[config.mk]
export PLATFORM = sky130hd
export DESIGN_NAME = mem_store_ctrl
export DESIGN_NICKNAME = d
export VERILOG_FILES = /design/src/rtl/mem_pkg.sv /design/src/rtl/store_fifo.sv /design/src/rtl/mem_store_ctrl.sv
export SDC_FILE = /design/constraint.sdc
export NUM_CORES = 1
export LEC_CHECK = 0
export CELL_PAD_IN_SITES_DETAIL_PLACEMENT = 0
export CELL_PAD_IN_SITES_GLOBAL_PLACEMENT = 1
export CORE_MARGIN = 5
export CORE_UTILIZATION = 51
export CTS_CLUSTER_SIZE = 28
export DETAILED_ROUTE_END_ITERATION = 12
export GPL_TIMING_DRIVEN = 0
export PLACE_DENSITY_LB_ADDON = 0.1
export SETUP_SLACK_MARGIN = 0.5
export SLEW_MARGIN = 20
export SYNTH_ARGS = -nofsm -noshare
export SYNTH_HDL_FRONTEND = slang
export SYNTH_HIERARCHICAL = 1
export SYNTH_SLANG_ARGS = --single-unit
[constraint.sdc]
create_clock -name clk -period 4.7 [get_ports clk]
set_input_delay 0.94 -clock clk [delete_from_list [all_inputs] [get_ports clk]]
set_output_delay 0.94 -clock clk [all_outputs]
set_load 0.01 [all_outputs]
[src/rtl/mem_pkg.sv]
// rtl/mem_pkg.sv - shared encodings and entry layout for the store controller
package mem_pkg;

   localparam int DEPTH_DEFAULT = 4;

   typedef enum logic [1:0] {
      SZ_BYTE = 2'b00,
      SZ_HALF = 2'b01,
      SZ_WORD = 2'b10,
      SZ_RSVD = 2'b11
   } size_e;

   typedef enum logic {
      ST_IDLE = 1'b0,
      ST_REQ  = 1'b1
   } state_e;

   typedef struct packed {
      logic [31:0] addr;
      logic [31:0] wdata;
      logic [3:0]  be;
   } st_entry_t;

endpackage

[src/rtl/store_fifo.sv]
// rtl/store_fifo.sv - synchronous FIFO holding steered store entries
module store_fifo #(
   parameter int WIDTH = 68,
   parameter int DEPTH = 4
) (
   input  logic                     clk,
   input  logic                     reset_n,
   input  logic                     push,
   input  logic [WIDTH-1:0]         push_data,
   input  logic                     pop,
   output logic [WIDTH-1:0]         pop_data,
   output logic                     full,
   output logic                     empty,
   output logic [$clog2(DEPTH):0]   count
);

   localparam int AW = $clog2(DEPTH);
   localparam logic [AW:0] FULL_CNT = (AW+1)'(DEPTH);

   logic [WIDTH-1:0] mem_q [DEPTH];
   logic [WIDTH-1:0] mem_d [DEPTH];
   logic [AW-1:0]    wr_ptr_q, wr_ptr_d;
   logic [AW-1:0]    rd_ptr_q, rd_ptr_d;
   logic [AW:0]      count_q, count_d;
   logic             do_push, do_pop;

   assign full     = (count_q == FULL_CNT);
   assign empty    = (count_q == '0);
   assign count    = count_q;
   assign pop_data = mem_q[rd_ptr_q];

   // A pop in the same cycle does not free a slot for the push.
   assign do_push = push && !full;
   assign do_pop  = pop && !empty;

   always_comb begin
      mem_d    = mem_q;
      wr_ptr_d = wr_ptr_q;
      rd_ptr_d = rd_ptr_q;
      count_d  = count_q;
      if (do_push) begin
         mem_d[wr_ptr_q] = push_data;
         wr_ptr_d        = wr_ptr_q + 1'b1;
      end
      if (do_pop) begin
         rd_ptr_d = rd_ptr_q + 1'b1;
      end
      case ({do_push, do_pop})
         2'b10:   count_d = count_q + 1'b1;
         2'b01:   count_d = count_q - 1'b1;
         default: count_d = count_q;
      endcase
   end

   always_ff @(posedge clk or negedge reset_n) begin
      if (!reset_n) begin
         for (int i = 0; i < DEPTH; i++) begin
            mem_q[i] <= '0;
         end
         wr_ptr_q <= '0;
         rd_ptr_q <= '0;
         count_q  <= '0;
      end else begin
         mem_q    <= mem_d;
         wr_ptr_q <= wr_ptr_d;
         rd_ptr_q <= rd_ptr_d;
         count_q  <= count_d;
      end
   end

endmodule

[src/rtl/mem_store_ctrl.sv]
// rtl/mem_store_ctrl.sv - store queue with lane steering and RAM write handshake
module mem_store_ctrl
   import mem_pkg::*;
#(
   parameter int DEPTH = DEPTH_DEFAULT
) (
   input  logic        clk,
   input  logic        reset_n,
   input  logic        st_valid,
   output logic        st_ready,
   input  logic [31:0] st_addr,
   input  logic [31:0] st_data,
   input  logic [1:0]  st_size,
   output logic        mem_req,
   input  logic        mem_ack,
   output logic [31:0] mem_addr,
   output logic [31:0] mem_wdata,
   output logic [3:0]  mem_be,
   output logic        busy,
   output logic        err_align
);

   localparam int CW = $clog2(DEPTH) + 1;

   state_e            state_q, state_d;
   logic              err_align_q, err_align_d;
   st_entry_t         push_entry, head_entry;
   logic              misaligned, accept, push, pop;
   logic              fifo_full, fifo_empty;
   logic [CW-1:0]     fifo_count;

   always_comb begin
      misaligned = 1'b0;
      case (size_e'(st_size))
         SZ_BYTE: misaligned = 1'b0;
         SZ_HALF: misaligned = st_addr[0];
         SZ_WORD: misaligned = |st_addr[1:0];
         default: misaligned = 1'b1;
      endcase
   end

   always_comb begin
      push_entry       = '0;
      push_entry.addr  = {st_addr[31:2], 2'b00};
      case (size_e'(st_size))
         SZ_BYTE: begin
            push_entry.wdata = {4{st_data[7:0]}};
            push_entry.be    = 4'b0001 << st_addr[1:0];
         end
         SZ_HALF: begin
            push_entry.wdata = {2{st_data[15:0]}};
            push_entry.be    = st_addr[1] ? 4'b1100 : 4'b0011;
         end
         SZ_WORD: begin
            push_entry.wdata = st_data;
            push_entry.be    = 4'b1111;
         end
         default: begin
            push_entry.wdata = '0;
            push_entry.be    = '0;
         end
      endcase
   end

   assign st_ready    = !fifo_full;
   assign accept      = st_valid && st_ready;
   assign push        = accept && !misaligned;
   assign err_align_d = accept && misaligned;
   assign err_align   = err_align_q;
   assign busy        = !fifo_empty || mem_req;

   store_fifo #(
      .WIDTH ($bits(st_entry_t)),
      .DEPTH (DEPTH)
   ) u_fifo (
      .clk       (clk),
      .reset_n   (reset_n),
      .push      (push),
      .push_data (push_entry),
      .pop       (pop),
      .pop_data  (head_entry),
      .full      (fifo_full),
      .empty     (fifo_empty),
      .count     (fifo_count)
   );

   always_comb begin
      state_d   = state_q;
      mem_req   = 1'b0;
      pop       = 1'b0;
      mem_addr  = '0;
      mem_wdata = '0;
      mem_be    = '0;
      case (state_q)
         ST_IDLE: begin
            if (!fifo_empty) state_d = ST_REQ;
         end
         ST_REQ: begin
            mem_req   = 1'b1;
            mem_addr  = head_entry.addr;
            mem_wdata = head_entry.wdata;
            mem_be    = head_entry.be;
            // A concurrent push keeps the queue non-empty after the last pop.
            if (mem_ack) begin
               pop = 1'b1;
               if (fifo_count == CW'(1) && !push) state_d = ST_IDLE;
            end
         end
         default: state_d = ST_IDLE;
      endcase
   end

   always_ff @(posedge clk or negedge reset_n) begin
      if (!reset_n) begin
         state_q     <= ST_IDLE;
         err_align_q <= 1'b0;
      end else begin
         state_q     <= state_d;
         err_align_q <= err_align_d;
      end
   end

endmodule

==> results by group <==
Global route
  • First-pass GRT wire length: 47.0 mm
  • GRT Util Overall: 20.4%
  • Largest net degree at the start of global routing: 76
  • Remaining global-route overflow: 0
  • Number of global-route vias before repair: 8,398
  • Initial antenna violation count: 1

Worst setup path
  • R2R setup slack: 2040 ps
  • Worst-path cell chain: clkbuf_1, clkbuf_1, buf_2, mux4_2, and2_1, clkdlybuf4s50_1
  • CP most frequent cell: clkbuf_1
  • Critical path peak fanout: 10
  • Worst Setup Start Kind: register
  • CP delay by family, top: buffers and inverters
  • Max stage delay cell, worst path: clkbuf_1
  • Critical path type: reg -> out
  • Reg-to-reg endpoint: u_fifo/mem_q[185]
  • Nature of the critical path endpoint: primary output
  • Crit Reg-Reg Startpoint: u_fifo/count[2]
  • Worst path max stage delay: 530 ps
  • Reg2Reg Depth: 9
  • Buffers & Inverters on Critical Path: 4
  • Req. time, crit path: 3760 ps
  • CP Data Arrival Time: 3100 ps

Synth
  • Cell taking the most area after synthesis: dfrtp_1
  • Proportion of netlist area held by the largest area contributor: 53.4%
  • Synth top area cells: dfrtp_1 53%, mux2_2 23%, mux4_2 12%
  • Seq cells post-synth: 281
  • Mapped Area: 13,200 um2
  • Distinct cells, synth: 32
  • Sequential share of the synthesized area: 53.4%
  • Yosys warns: 6
  • Syn avg cell area: 15.1 um2
  • Synth Instances: 869

Clock network
  • Post-CTS setup repair buffer count: 0
  • CTS tree: yes
  • CTS clk-pin slew, worst paths: 60 ps
  • Root buf cell: clkbuf_16
  • TritonCTS buffer count: 31
  • Worst-skew pair later-pin latency: 540 ps
  • Clock Path Buffers: 3
  • Resize count post-CTS: 0
  • H-tree Lvls: 1
  • Sink Count: 281
  • Hold_buf cts: 0

Placement
  • GPL Wtd Cong: 0.781
  • Port Buffers: 140
  • Pre-CTS WS: 913 ps
  • Post-detail-place hpwl: 20.2 mm

Route
  • Drt first pass iters: 4
  • Routed wire length: 28.8 mm
  • ANT nets after route: 0
  • Via-to-Cell Ratio: 5.51
  • Routed wire length per instance: 20.5 um
  • DRC viols: 0
  • 1st-iter DRT viols: 451
  • Via count: 7,730

Floorplan
  • Cell Rows: 58
  • Die X-Extent: 171 um
  • Chip Height: 171 um
  • Core area: 25,300 um2
  • Starting Density: 52.0%
  • Die outline area: 29,100 um2
  • I/O pin count: 142

Timing
  • Period utilization: 85.9%
  • Setup TNS Final: 0 ps
  • Post-layout worst setup margin: 661 ps
  • Fmax: 0.248 GHz
  • WHS: 359 ps
  • Tightest Pin Transition: 730 ps
  • Max Slew Vio Count: 0
  • Fin Clk Skew: 6.15 ps
  • Tmin final: 4040 ps
  • Setup Viol. Count Final: 0
  • Slew HR: 51.3%
  • Final hold violation count: 0
  • RSZ-0062 raised after global routing: no

Pwr
  • Overall Power: 11,700 uW
  • Pwr Density: 726 nW/um2
  • Worst VDD drop: 451 uV
  • Leakage: 0.00699 uW

Layout
  • Nets: 1,128
  • Fill count: 1,988
  • # diodes: 0
  • Area grow syn2layout: 22.1%
  • Final Core Density: 63.5%
  • Layout cells sized above 1: 40.2%

Run
  • Max-Cap Viols: 0

Hold path
  • Hold crit path type: in -> async

Run status
  • Status: finished clean
## kinds of logic after synthesis
logic type / synth area share [%]
muxes: 35.8
DFF: 53.4
and+or+nand+nor: 4.61
buffers and inverters: 3.12
AOI/OAI and AO/OA: 1.97
adders and majority gates: 0.627
xor gates and xnor gates: 0.399
other: 0.0285
## synth_stat cells
master / n
a21boi_1: 1
a21o_1: 16
a21oi_1: 13
and2_1: 69
and4bb_2: 1
buf_1: 1
buf_2: 28
buf_4: 7
buf_6: 8
clkbuf_1: 13
clkbuf_2: 3
conb_1: 1
dfrtp_1: 281
fa_1: 1
ha_1: 5
inv_1: 16
mux2_1: 4
mux2_2: 269
mux2i_1: 11
mux4_2: 68
nand2_1: 13
nand2b_1: 4
nor2_1: 13
nor2b_1: 1
nor3_1: 3
nor3b_4: 1
o21ai_0: 2
o21ai_1: 8
o21bai_1: 1
o31a_1: 1
xnor2_1: 3
xor2_1: 3
## metrics by stage
step | std cells | cell area (um2)
global route | 1404 | 16100
finish | 1404 | 16100
CTS | 1404 | 16100
detailed placement | 1349 | 15100
global placement | 1346 | 15000
floorplan | 876 | 13200
## layout make-up
cell class / instances / area, um2 / area share [%]
Clock buffer: 51 / 931 / 5.79
Tap cell: 330 / 413 / 2.57
Timing Repair Buffer: 143 / 1490 / 9.26
Multi-Input combinational cell: 519 / 5750 / 35.8
Buffer: 60 / 350 / 2.18
Inverter: 16 / 60.1 / 0.374
Sequential cell: 281 / 7030 / 43.7
Clock inverter: 4 / 51.3 / 0.319
## flip-flops by register name, indices dropped and copies added, names as in the netlist
name	cells
u_fifo/mem_q	272
u_fifo/count	3
u_fifo/rd_ptr_q	2
u_fifo/wr_ptr_q	2
err_align	1
state_q	1
## layer usage
layer,GRT usage (%),share of wire (%),up-vias
met3,3.30,3.8,34
met4,3.40,1.4,2
li1,-,-,3506
met5,0,0.038,-
met2,32.5,47,121
met1,30.5,47,4067
## how the worst max path moves through the flow
stage / startpoint / endpoint / slack, ps / cells past startpoint
floorplan: st_size[0] / u_fifo/mem_q[213] / 2130 / 9
detailed placement: st_addr[1] / u_fifo/mem_q[183] / 910 / 9
finish: u_fifo/rd_ptr_q[1] / mem_addr[10] / 660 / 6
global route: u_fifo/rd_ptr_q[1] / mem_addr[18] / 530 / 6
CTS: u_fifo/rd_ptr_q[1] / mem_addr[10] / 600 / 6
global placement: reset_n / u_fifo/mem_q[127] / -9620 / 1
## power breakdown
group	leakage (uW)	internal, uW	total (uW)	switching (uW)
clock	0.000476	1390	2300	911
combinational	0.00305	3280	5190	1910
sequential	0.00346	3600	4170	569
## placed cells by master (no fill, tap or decap), types with 2 or more instances in the layout
cell,instances
mux4_2,68
buf_2,28
xor2_1,3
o21ai_0,2
a21o_1,16
conb_1,8
inv_1,16
buf_6,8
nor3_1,3
nor2_1,13
mux2_2,269
mux2i_1,11
xnor2_1,3
o21ai_1,8
and2_1,69
mux2_1,4
clkbuf_8,8
nand2b_1,4
a21oi_1,13
clkbuf_16,31
clkdlybuf4s50_1,139
nand2_1,13
buf_4,7
dfrtp_1,281
clkbuf_2,3
ha_1,5
buf_16,3
clkbuf_1,25
Power figures use the tool's default switching activity.
